$ cat config.mk
export PLATFORM = sky130hd
export DESIGN_NAME = twos_to_signmag_serial_flat
export DESIGN_NICKNAME = d
export VERILOG_FILES = /design/src/rtl/twos_to_signmag_serial_pkg.sv /design/src/rtl/twos_to_signmag_serial_if.sv /design/src/rtl/twos_to_signmag_serial_neg_cell.sv /design/src/rtl/twos_to_signmag_serial.sv /design/src/flat_wrapper.sv
export SDC_FILE = /design/constraint.sdc
export NUM_CORES = 1
export LEC_CHECK = 0
export BUFFER_PORTS_ARGS = -buffer_cell sky130_fd_sc_hd__buf_2
export CAP_MARGIN = 20
export CORE_UTILIZATION = 45
export CTS_CLUSTER_SIZE = 24
export DETAILED_ROUTE_END_ITERATION = 6
export GPL_TIMING_DRIVEN = 0
export PLACE_DENSITY = 0.66
export SLEW_MARGIN = 30
export SYNTH_ARGS = -nofsm -noshare
export SYNTH_HDL_FRONTEND = slang
export SYNTH_HIERARCHICAL = 1
export SYNTH_SLANG_ARGS = --single-unit
$ cat constraint.sdc
create_clock -name clk -period 2 [get_ports clk]
set_input_delay 0.4 -clock clk [delete_from_list [all_inputs] [get_ports clk]]
set_output_delay 0.4 -clock clk [all_outputs]
set_load 0.02 [all_outputs]
$ cat src/rtl/twos_to_signmag_serial_pkg.sv
// Shared types and constants for the serial two's-complement to sign-magnitude decoder.
// Imported by the handshake interface, the bit-slice and the top level.
package twos_signmag_pkg;

  typedef enum logic [1:0] {
    IDLE  = 2'd0,
    SHIFT = 2'd1,
    DONE  = 2'd2
  } state_t;

  localparam int W_DEFAULT = 4;

  // Counter width able to hold the values 0..w.
  function automatic int cnt_width(input int w);
    return (w < 2) ? 1 : $clog2(w + 1);
  endfunction

endpackage

$ cat src/rtl/twos_to_signmag_serial_if.sv
// Valid/ready handshake bundle for the serial sign-magnitude decoder:
// word input side plus sign/magnitude result side.
interface twos_to_signmag_serial_if
  import twos_signmag_pkg::*;
#(
  parameter int W = W_DEFAULT
);

  logic                in_valid;
  logic                in_ready;
  logic signed [W-1:0] di;
  logic                out_valid;
  logic                out_ready;
  logic                sign;
  logic        [W-1:0] mag;

  // Decoder side
  modport slave (
    input  in_valid,
    input  di,
    input  out_ready,
    output in_ready,
    output out_valid,
    output sign,
    output mag
  );

  // Producer/consumer side
  modport master (
    output in_valid,
    output di,
    output out_ready,
    input  in_ready,
    input  out_valid,
    input  sign,
    input  mag
  );

endinterface

$ cat src/rtl/twos_to_signmag_serial_neg_cell.sv
// Combinational negation bit-slice: conditional XOR invert followed by a half adder.
// Chained through an external carry flip-flop it computes inv ? -x : x one bit per cycle.
module serial_neg_cell (
  input  logic bit_in,
  input  logic inv,
  input  logic cin,
  output logic res,
  output logic cout
);

  logic b;

  always_comb begin
    b    = bit_in ^ inv;
    res  = b ^ cin;
    cout = b & cin;
  end

endmodule

$ cat src/rtl/twos_to_signmag_serial.sv
// Bit-serial two's-complement to sign-magnitude decoder. A word is accepted in IDLE,
// walked LSB-first through one negation slice over W cycles, then held in DONE until taken.
module twos_to_signmag_serial
  import twos_signmag_pkg::*;
#(
  parameter int W = W_DEFAULT
) (
  input  logic                       clk,
  input  logic                       rst,
  twos_to_signmag_serial_if.slave    bus
);

  localparam int CNT_W = cnt_width(W);
  localparam logic [CNT_W-1:0] CNT_LAST = CNT_W'(W - 1);

  state_t state_q;
  state_t state_d;

  logic [W-1:0]     sr_q;
  logic [W-1:0]     res_q;
  logic [W-1:0]     res_next;
  logic             sign_q;
  logic             carry_q;
  logic [CNT_W-1:0] cnt_q;

  logic [W-1:0]     mag_q;
  logic             sign_out_q;
  logic             out_valid_q;

  logic             slice_res;
  logic             slice_cout;
  logic             accept;
  logic             last_shift;
  logic             release_out;

  serial_neg_cell u_cell (
    .bit_in (sr_q[0]),
    .inv    (sign_q),
    .cin    (carry_q),
    .res    (slice_res),
    .cout   (slice_cout)
  );

  // The result fills from the top so that after W shifts bit 0 sits at the LSB.
  assign res_next = {slice_res, res_q[W-1:1]};

  always_comb begin
    state_d     = state_q;
    accept      = 1'b0;
    last_shift  = 1'b0;
    release_out = 1'b0;
    case (state_q)
      IDLE: begin
        if (bus.in_valid) begin
          accept  = 1'b1;
          state_d = SHIFT;
        end
      end
      SHIFT: begin
        if (cnt_q == CNT_LAST) begin
          last_shift = 1'b1;
          state_d    = DONE;
        end
      end
      DONE: begin
        if (bus.out_ready) begin
          release_out = 1'b1;
          state_d     = IDLE;
        end
      end
      default: begin
        state_d = IDLE;
      end
    endcase
  end

  always_ff @(posedge clk) begin
    if (rst) begin
      state_q <= IDLE;
    end else begin
      state_q <= state_d;
    end
  end

  // ---- Serial datapath: load on accept, one bit per SHIFT edge ----
  always_ff @(posedge clk) begin
    if (rst) begin
      sr_q    <= '0;
      res_q   <= '0;
      sign_q  <= 1'b0;
      carry_q <= 1'b0;
      cnt_q   <= '0;
    end else if (accept) begin
      sr_q    <= bus.di;
      sign_q  <= bus.di[W-1];
      carry_q <= bus.di[W-1];
      cnt_q   <= '0;
    end else if (state_q == SHIFT) begin
      sr_q    <= sr_q >> 1;
      res_q   <= res_next;
      carry_q <= slice_cout;
      cnt_q   <= cnt_q + 1'b1;
    end
  end

  // ---- Result registers: only touched on the final shift and on release ----
  always_ff @(posedge clk) begin
    if (rst) begin
      mag_q       <= '0;
      sign_out_q  <= 1'b0;
      out_valid_q <= 1'b0;
    end else if (last_shift) begin
      mag_q       <= res_next;
      sign_out_q  <= sign_q;
      out_valid_q <= 1'b1;
    end else if (release_out) begin
      out_valid_q <= 1'b0;
    end
  end

  assign bus.in_ready  = (state_q == IDLE);
  assign bus.out_valid = out_valid_q;
  assign bus.sign      = sign_out_q;
  assign bus.mag       = mag_q;

endmodule

$ cat src/flat_wrapper.sv
// flat-port wrapper written by rule: the top's interface ports become plain ports
module twos_to_signmag_serial_flat import twos_signmag_pkg::*;
#(
  parameter int W = W_DEFAULT
)
  (clk, rst, bus_in_valid, bus_di, bus_out_ready, bus_in_ready, bus_out_valid, bus_sign, bus_mag);
  twos_to_signmag_serial_if #(.W(W)) bus_i ();
  input  logic clk;
  input  logic rst;
  input wire logic [$bits(bus_i.in_valid)-1:0] bus_in_valid;
  input wire logic [$bits(bus_i.di)-1:0] bus_di;
  input wire logic [$bits(bus_i.out_ready)-1:0] bus_out_ready;
  output wire logic [$bits(bus_i.in_ready)-1:0] bus_in_ready;
  output wire logic [$bits(bus_i.out_valid)-1:0] bus_out_valid;
  output wire logic [$bits(bus_i.sign)-1:0] bus_sign;
  output wire logic [$bits(bus_i.mag)-1:0] bus_mag;
  assign bus_i.in_valid = bus_in_valid;
  assign bus_i.di = bus_di;
  assign bus_i.out_ready = bus_out_ready;
  assign bus_in_ready = bus_i.in_ready;
  assign bus_out_valid = bus_i.out_valid;
  assign bus_sign = bus_i.sign;
  assign bus_mag = bus_i.mag;
  twos_to_signmag_serial #(.W(W)) u_core (.clk(clk), .rst(rst), .bus(bus_i));
endmodule
* Word-level counts from Yosys, hierarchy flattened
Index checks and enable logic that the tools add are counted.
Storage, ports and cells: register bits after elaboration 21, logic and storage cells 42
Cells by class: eq/ne operators 6, reduce and logical (&&, ||, !) cells 6, bitwise logic cells 4, $add $sub $neg 1, multiplexer cells 16
Operator list (number):
- two-way mux 1 bit | 10
- two-way mux 4 bit | 2
- two-way mux 2 bit | 3
- case mux 2 bit (3 select lines) | 1
- inequality test 2 bit, second input constant | 2
- nonzero test 2 bit | 2
- adder 3 x 1 -> 3 bit, second input constant | 1
- equality test 3 x 2 -> 1 bit, second input constant | 1
- AND reduction 3 bit | 1
- equality test 2 x 1 -> 1 bit, second input constant | 1
- equality test 2 bit, second input constant | 1
- zero test 2 bit | 1
- inequality test 2 x 1 -> 1 bit, second input constant | 1
- AND reduction 2 bit | 1
- OR reduction 2 bit | 1
- bitwise XOR 1 bit | 2
- AND 1 bit | 1
- inverter 1 bit | 1

* Depth between registers and ports, before layout
depth in word-level cells 4, gate-level depth with buffers 6

* Modules after synthesis
The synthesis kept the hierarchy.
By module, submodules not included:
- twos_to_signmag_serial | instances 1, cells an instance 100, seq. area each 400.4 µm², area each 859.6 µm²
- serial_neg_cell | instances 1, cells an instance 2, seq. area each 0.0 µm², area each 21.3 µm²

* Worst setup path before layout
Ideal clock, no wire load.
path type register to register, from register u_core.cnt_q[0], to register u_core.out_valid_q, in the netlist u_core/bus.out_valid, setup slack 0.747 ns, clock period less this slack 1.253 ns, arrival time 1.126 ns, data required time 1.872 ns, cell stages (with the launch flop) 7, setup time 0.128 ns, path buffers 1, path through dfxtp_1 -> ha_1 -> ha_1 -> buf_2 -> a21oi_1 -> a2bb2oi_1 -> nor2_1
Between the ends: longest elaborated chain between the ends 4, elaborated cells between the ends (all ways) 5, classes of those cells eq/ne: 1; mux: 3; reduce/logical: 1
RTL lines:
- start: declaration | line twos_to_signmag_serial.sv:24 | logic [CNT_W-1:0] cnt_q;
- start signal: assignment | line twos_to_signmag_serial.sv:102 | cnt_q <= cnt_q + 1'b1;
- equality test 3 x 2 -> 1 bit * | line twos_to_signmag_serial.sv:60 | if (cnt_q == CNT_LAST) begin
- two-way mux 1 bit * | line twos_to_signmag_serial.sv:60
- two-way mux 1 bit * | line twos_to_signmag_serial.sv:52 | case (state_q)
- two-way mux 1 bit / nonzero test 2 bit (equally long branches)
- end signal: assignment | line twos_to_signmag_serial.sv:111 | out_valid_q <= 1'b0;
- end signal: assignment | line twos_to_signmag_serial.sv:115 | out_valid_q <= 1'b1;
- end signal: assignment | line twos_to_signmag_serial.sv:117 | out_valid_q <= 1'b0;
- end: declaration | line twos_to_signmag_serial.sv:28 | logic out_valid_q;
Mark *: on every way between the ends. The rest lies on a longest branch, timed or not. A chain may end at the register's enable or synchronous reset.

* Worst setup path after layout
from register u_core.state_q[1], to output bus_in_ready
Between the ends: longest elaborated chain between the ends 1
RTL lines:
- start: declaration | line twos_to_signmag_serial.sv:16 | state_t state_q;
- start signal: assignment | line twos_to_signmag_serial.sv:81 | state_q <= state_d;
- zero test 2 bit | line twos_to_signmag_serial.sv:121 | assign bus.in_ready = (state_q == IDLE);
- end: declaration | line flat_wrapper.sv:13 | output wire logic [$bits(bus_i.in_ready)-1:0] bus_in_ready;
No other way between the ends.

==> impl_metrics.sql <==
INSERT INTO impl_metrics (metric_group, metric, value, unit) VALUES
('run_status', 'result_of_the_run', 'finished, final reports clean', ''),
('timing', 'grt_setup_unrepaired', 'false', ''),
('clock_tree', 'tritoncts_clock_tree', 'yes', ''),
('worst_setup_path', 'worst_setup_path_end_kind', 'primary output', ''),
('floorplan', 'core_region_area', '1783', 'µm²'),
('run', 'drv.max_cap_violation_count', '0', ''),
('place', 'globalplace.congestion', '0.7138', ''),
('timing', 'slew-limit-headroom', '69.10', '%'),
('timing', 'tightest_slew', '0.4635', 'ns'),
('routing', 'drt_first_pass_iters', '4', ''),
('routing', 'detail_route.wirelength', '1.540', 'mm'),
('worst_setup_path', 'crit_arrival', '1.02', 'ns'),
('clock_tree', 'clock_tree.buffer_depth', '2', ''),
('clock_tree', 'htree_num_levels', '1', ''),
('place', 'numPortBuffers', '13', ''),
('worst_setup_path', 'number_of_buffers_and_inverters_on_the_critical_path', '2', ''),
('floorplan', 'floorplan.initialDensity', '49.40', '%'),
('floorplan', 'num_io_pins', '15', ''),
('grt', 'grt_first_pass_wirelength', '2.649', 'mm'),
('place', 'dpl.hpwl', '1.149', 'mm'),
('layout', 'layout.core_utilization', '56.07', '%'),
('place', 'place_worst_setup_slack', '0.6532', 'ns'),
('worst_setup_path', 'path_delay_family', 'flip-flops', ''),
('pwr', 'vdd.ir_drop.worst', '470.3', 'µV'),
('floorplan', 'placement_rows', '15', ''),
('layout', 'nNetsFinal', '131', ''),
('worst_setup_path', 'critical_path.max_stage_delay', '0.33', 'ns'),
('layout', 'most_common_cell_after_layout_fill_and_taps_aside', 'sky130_fd_sc_hd__dfxtp_1', ''),
('clock_tree', 'cts_inserted_buffers', '3', ''),
('floorplan', 'fp.dieW', '46.24', 'µm'),
('place', 'placement.cell_area', '977.2', 'µm²'),
('layout', 'area.growth.synth_to_final', '13.49', '%'),
('layout', 'most-common-layout-cells', 'sky130_fd_sc_hd__dfxtp_1 (20), sky130_fd_sc_hd__nand2_1 (19), sky130_fd_sc_hd__buf_2 (15), sky130_fd_sc_hd__a21oi_1 (15), sky130_fd_sc_hd__nor2_1 (10)', ''),
('clock_tree', 'clkTransAtPathRegs', '0.11', 'ns'),
('routing', 'final_antenna_net_count', '0', ''),
('floorplan', 'die_area', '2138', 'µm²'),
('synth', 'ys_seq_area_share', '45.45', '%'),
('routing', 'dr_total_vias', '734', ''),
('synth', 'synth_cell_type_count', '27', ''),
('clock_tree', 'postCtsResizedCells', '0', ''),
('routing', 'vias_per_cell', '5.133', ''),
('worst_setup_path', 'critical_path.startpoint_type', 'register', ''),
('worst_hold_path', 'timing.hold.worst.class', 'in -> reg', ''),
('timing', 'fin_worst_skew', '0.01042', 'ns'),
('timing', 'finalWorstSetupSlack', '0.5786', 'ns'),
('timing', 'max_freq', '703.6', 'MHz'),
('synth', 'synth.avg_cell_area', '8.636', 'µm²'),
('synth', 'synth.yosys.warnings', '6', ''),
('worst_setup_path', 'cp_data_required_time', '1.60', 'ns'),
('timing', 'finalSetupViolCount', '0', ''),
('synth', 'postSynthRegisterBits', '20', ''),
('routing', 'drt-wirelength-per-cell', '10.77', 'µm'),
('floorplan', 'die-height', '46.24', 'µm'),
('synth', 'syn_nets', '113', ''),
('grt', 'number_of_antenna_violations_at_the_first_check_in_global_routing', '0', ''),
('grt', 'gr-usage-all-layers', '17.95', '%'),
('routing', 'drt-initial-drc-count', '7', ''),
('worst_setup_path', 'worst-path-max-fanout', '10', ''),
('clock_tree', 'master_cell_of_the_clock_root_buffer', 'sky130_fd_sc_hd__clkbuf_4', ''),
('routing', 'remaining_drc_errors', '0', ''),
('worst_setup_path', 'cpMaxStageDelayCell', 'sky130_fd_sc_hd__dfxtp_1', ''),
('timing', 'final.setup.tns', '0', 'ns'),
('worst_setup_path', 'path_cells', 'buf_6, nor2_1, buf_2', ''),
('layout', 'fin_cells', '143', ''),
('timing', 'total_count_of_hold_check_failures_in_the_final_report', '0', ''),
('synth', 'syn_inst', '102', ''),
('grt', 'grt.overflow.total', '0', ''),
('place', 'placedCellCount', '140', ''),
('layout', 'insertedDiodeCount', '0', ''),
('clock_tree', 'postCtsSetupBuffers', '0', ''),
('clock_tree', 'total_clock_sinks', '20', '');
==> cell families after synthesis <==
group	share of synthesized area [%]
mux	1.136
simple gates	24.43
compound gates	16.05
buf+inv	6.677
fa+ha+maj	4.262
flops	45.45
xor+xnor	1.989
==> per-stage QoR <==
stage          power [mW]  hold slack [ns]
3_5_place_dp       0.5354           0.4481
3_3_place_gp       0.5337           0.4439
4_1_cts            0.7195           0.3650
5_1_grt            0.7516           0.3684
2_1_floorplan      0.5099           0.4366
6_report           0.7089           0.3738
==> worst register-to-register path: stages (launching register included) <==
cell,delay [ns]
sky130_fd_sc_hd__dfxtp_1,0.34
sky130_fd_sc_hd__ha_1,0.20
sky130_fd_sc_hd__ha_1,0.17
sky130_fd_sc_hd__buf_2,0.17
sky130_fd_sc_hd__nand3b_1,0.20
sky130_fd_sc_hd__nand2_1,0.08
sky130_fd_sc_hd__a21oi_1,0.14
==> registers in the layout, indices dropped and copies added (netlist names) <==
| register | cells |
|---|---|
| u_core/state_q | 2 |
| u_core/bus.sign | 1 |
| u_core/bus.mag | 4 |
| u_core/cnt_q | 3 |
| u_core/sr_q | 4 |
| u_core/bus.out_valid | 1 |
| u_core/res_q | 3 |
| u_core/carry_q | 1 |
| u_core/sign_q | 1 |
==> path summary, 6_finish.rpt <==
check                                       start           endpoint  slack [ns]  depth (start not counted)
worst min register to register  u_core/bus.mag[0]  u_core/bus.mag[0]        0.46                          2
worst min-delay path                    bus_di[1]     u_core/sr_q[1]        0.37                          3
worst max-delay path            u_core/state_q[1]       bus_in_ready        0.58                          3
worst max register to register    u_core/cnt_q[0]  u_core/bus.mag[2]        0.64                          6
==> routing by layer <==
metal	up-vias	GRT usage (%)	wire [µm]
li1	378	-	-
met2	10	29.30	743
met4	0	6.471	13
met1	344	21.15	726
met3	2	7.059	56
met5	-	0	0
==> power breakdown <==
| group | internal (mW) | switching, mW | total [mW] |
|---|---|---|---|
| combinational | 0.0452 | 0.0546 | 0.0998 |
| sequential | 0.415 | 0.0108 | 0.426 |
| clock | 0.0701 | 0.113 | 0.183 |
==> cell usage after synthesis <==
cell,number,area (µm²)
sky130_fd_sc_hd__nand2_1,19,71.32
sky130_fd_sc_hd__nor2_1,10,37.54
sky130_fd_sc_hd__buf_6,2,22.52
sky130_fd_sc_hd__nor3b_4,1,18.77
sky130_fd_sc_hd__xor2_1,1,8.760
sky130_fd_sc_hd__o21a_1,1,7.510
sky130_fd_sc_hd__or3b_4,1,11.26
sky130_fd_sc_hd__o221a_2,1,11.26
sky130_fd_sc_hd__clkbuf_1,2,7.510
sky130_fd_sc_hd__nor3_1,2,10.01
sky130_fd_sc_hd__a21oi_1,15,75.07
sky130_fd_sc_hd__a31oi_1,1,6.260
sky130_fd_sc_hd__a2111oi_1,1,10.01
sky130_fd_sc_hd__ha_1,3,37.54
sky130_fd_sc_hd__nand3b_1,1,7.510
sky130_fd_sc_hd__a2bb2oi_1,1,8.760
sky130_fd_sc_hd__mux2i_1,1,10.01
sky130_fd_sc_hd__a211oi_1,3,22.52
sky130_fd_sc_hd__nand3_1,5,25.02
sky130_fd_sc_hd__dfxtp_1,20,400.4
sky130_fd_sc_hd__nor3b_1,1,7.510
sky130_fd_sc_hd__nor2b_4,1,13.76
sky130_fd_sc_hd__buf_2,2,10.01
sky130_fd_sc_hd__buf_4,1,7.510
sky130_fd_sc_hd__xnor2_1,1,8.760
sky130_fd_sc_hd__nand2b_1,2,12.51
sky130_fd_sc_hd__inv_1,3,11.26
==> cell type report <==
cell class / count / area, µm²
Tap cell: 25 / 31.28
Timing Repair Buffer: 13 / 65.06
Inverter: 3 / 11.26
Multi-Input combinational cell: 72 / 421.7
Clock buffer: 3 / 22.52
Buffer: 7 / 47.55
Sequential cell: 20 / 400.4
Fill cell: 177 / 783.3
Power figures use the tool's default switching activity.
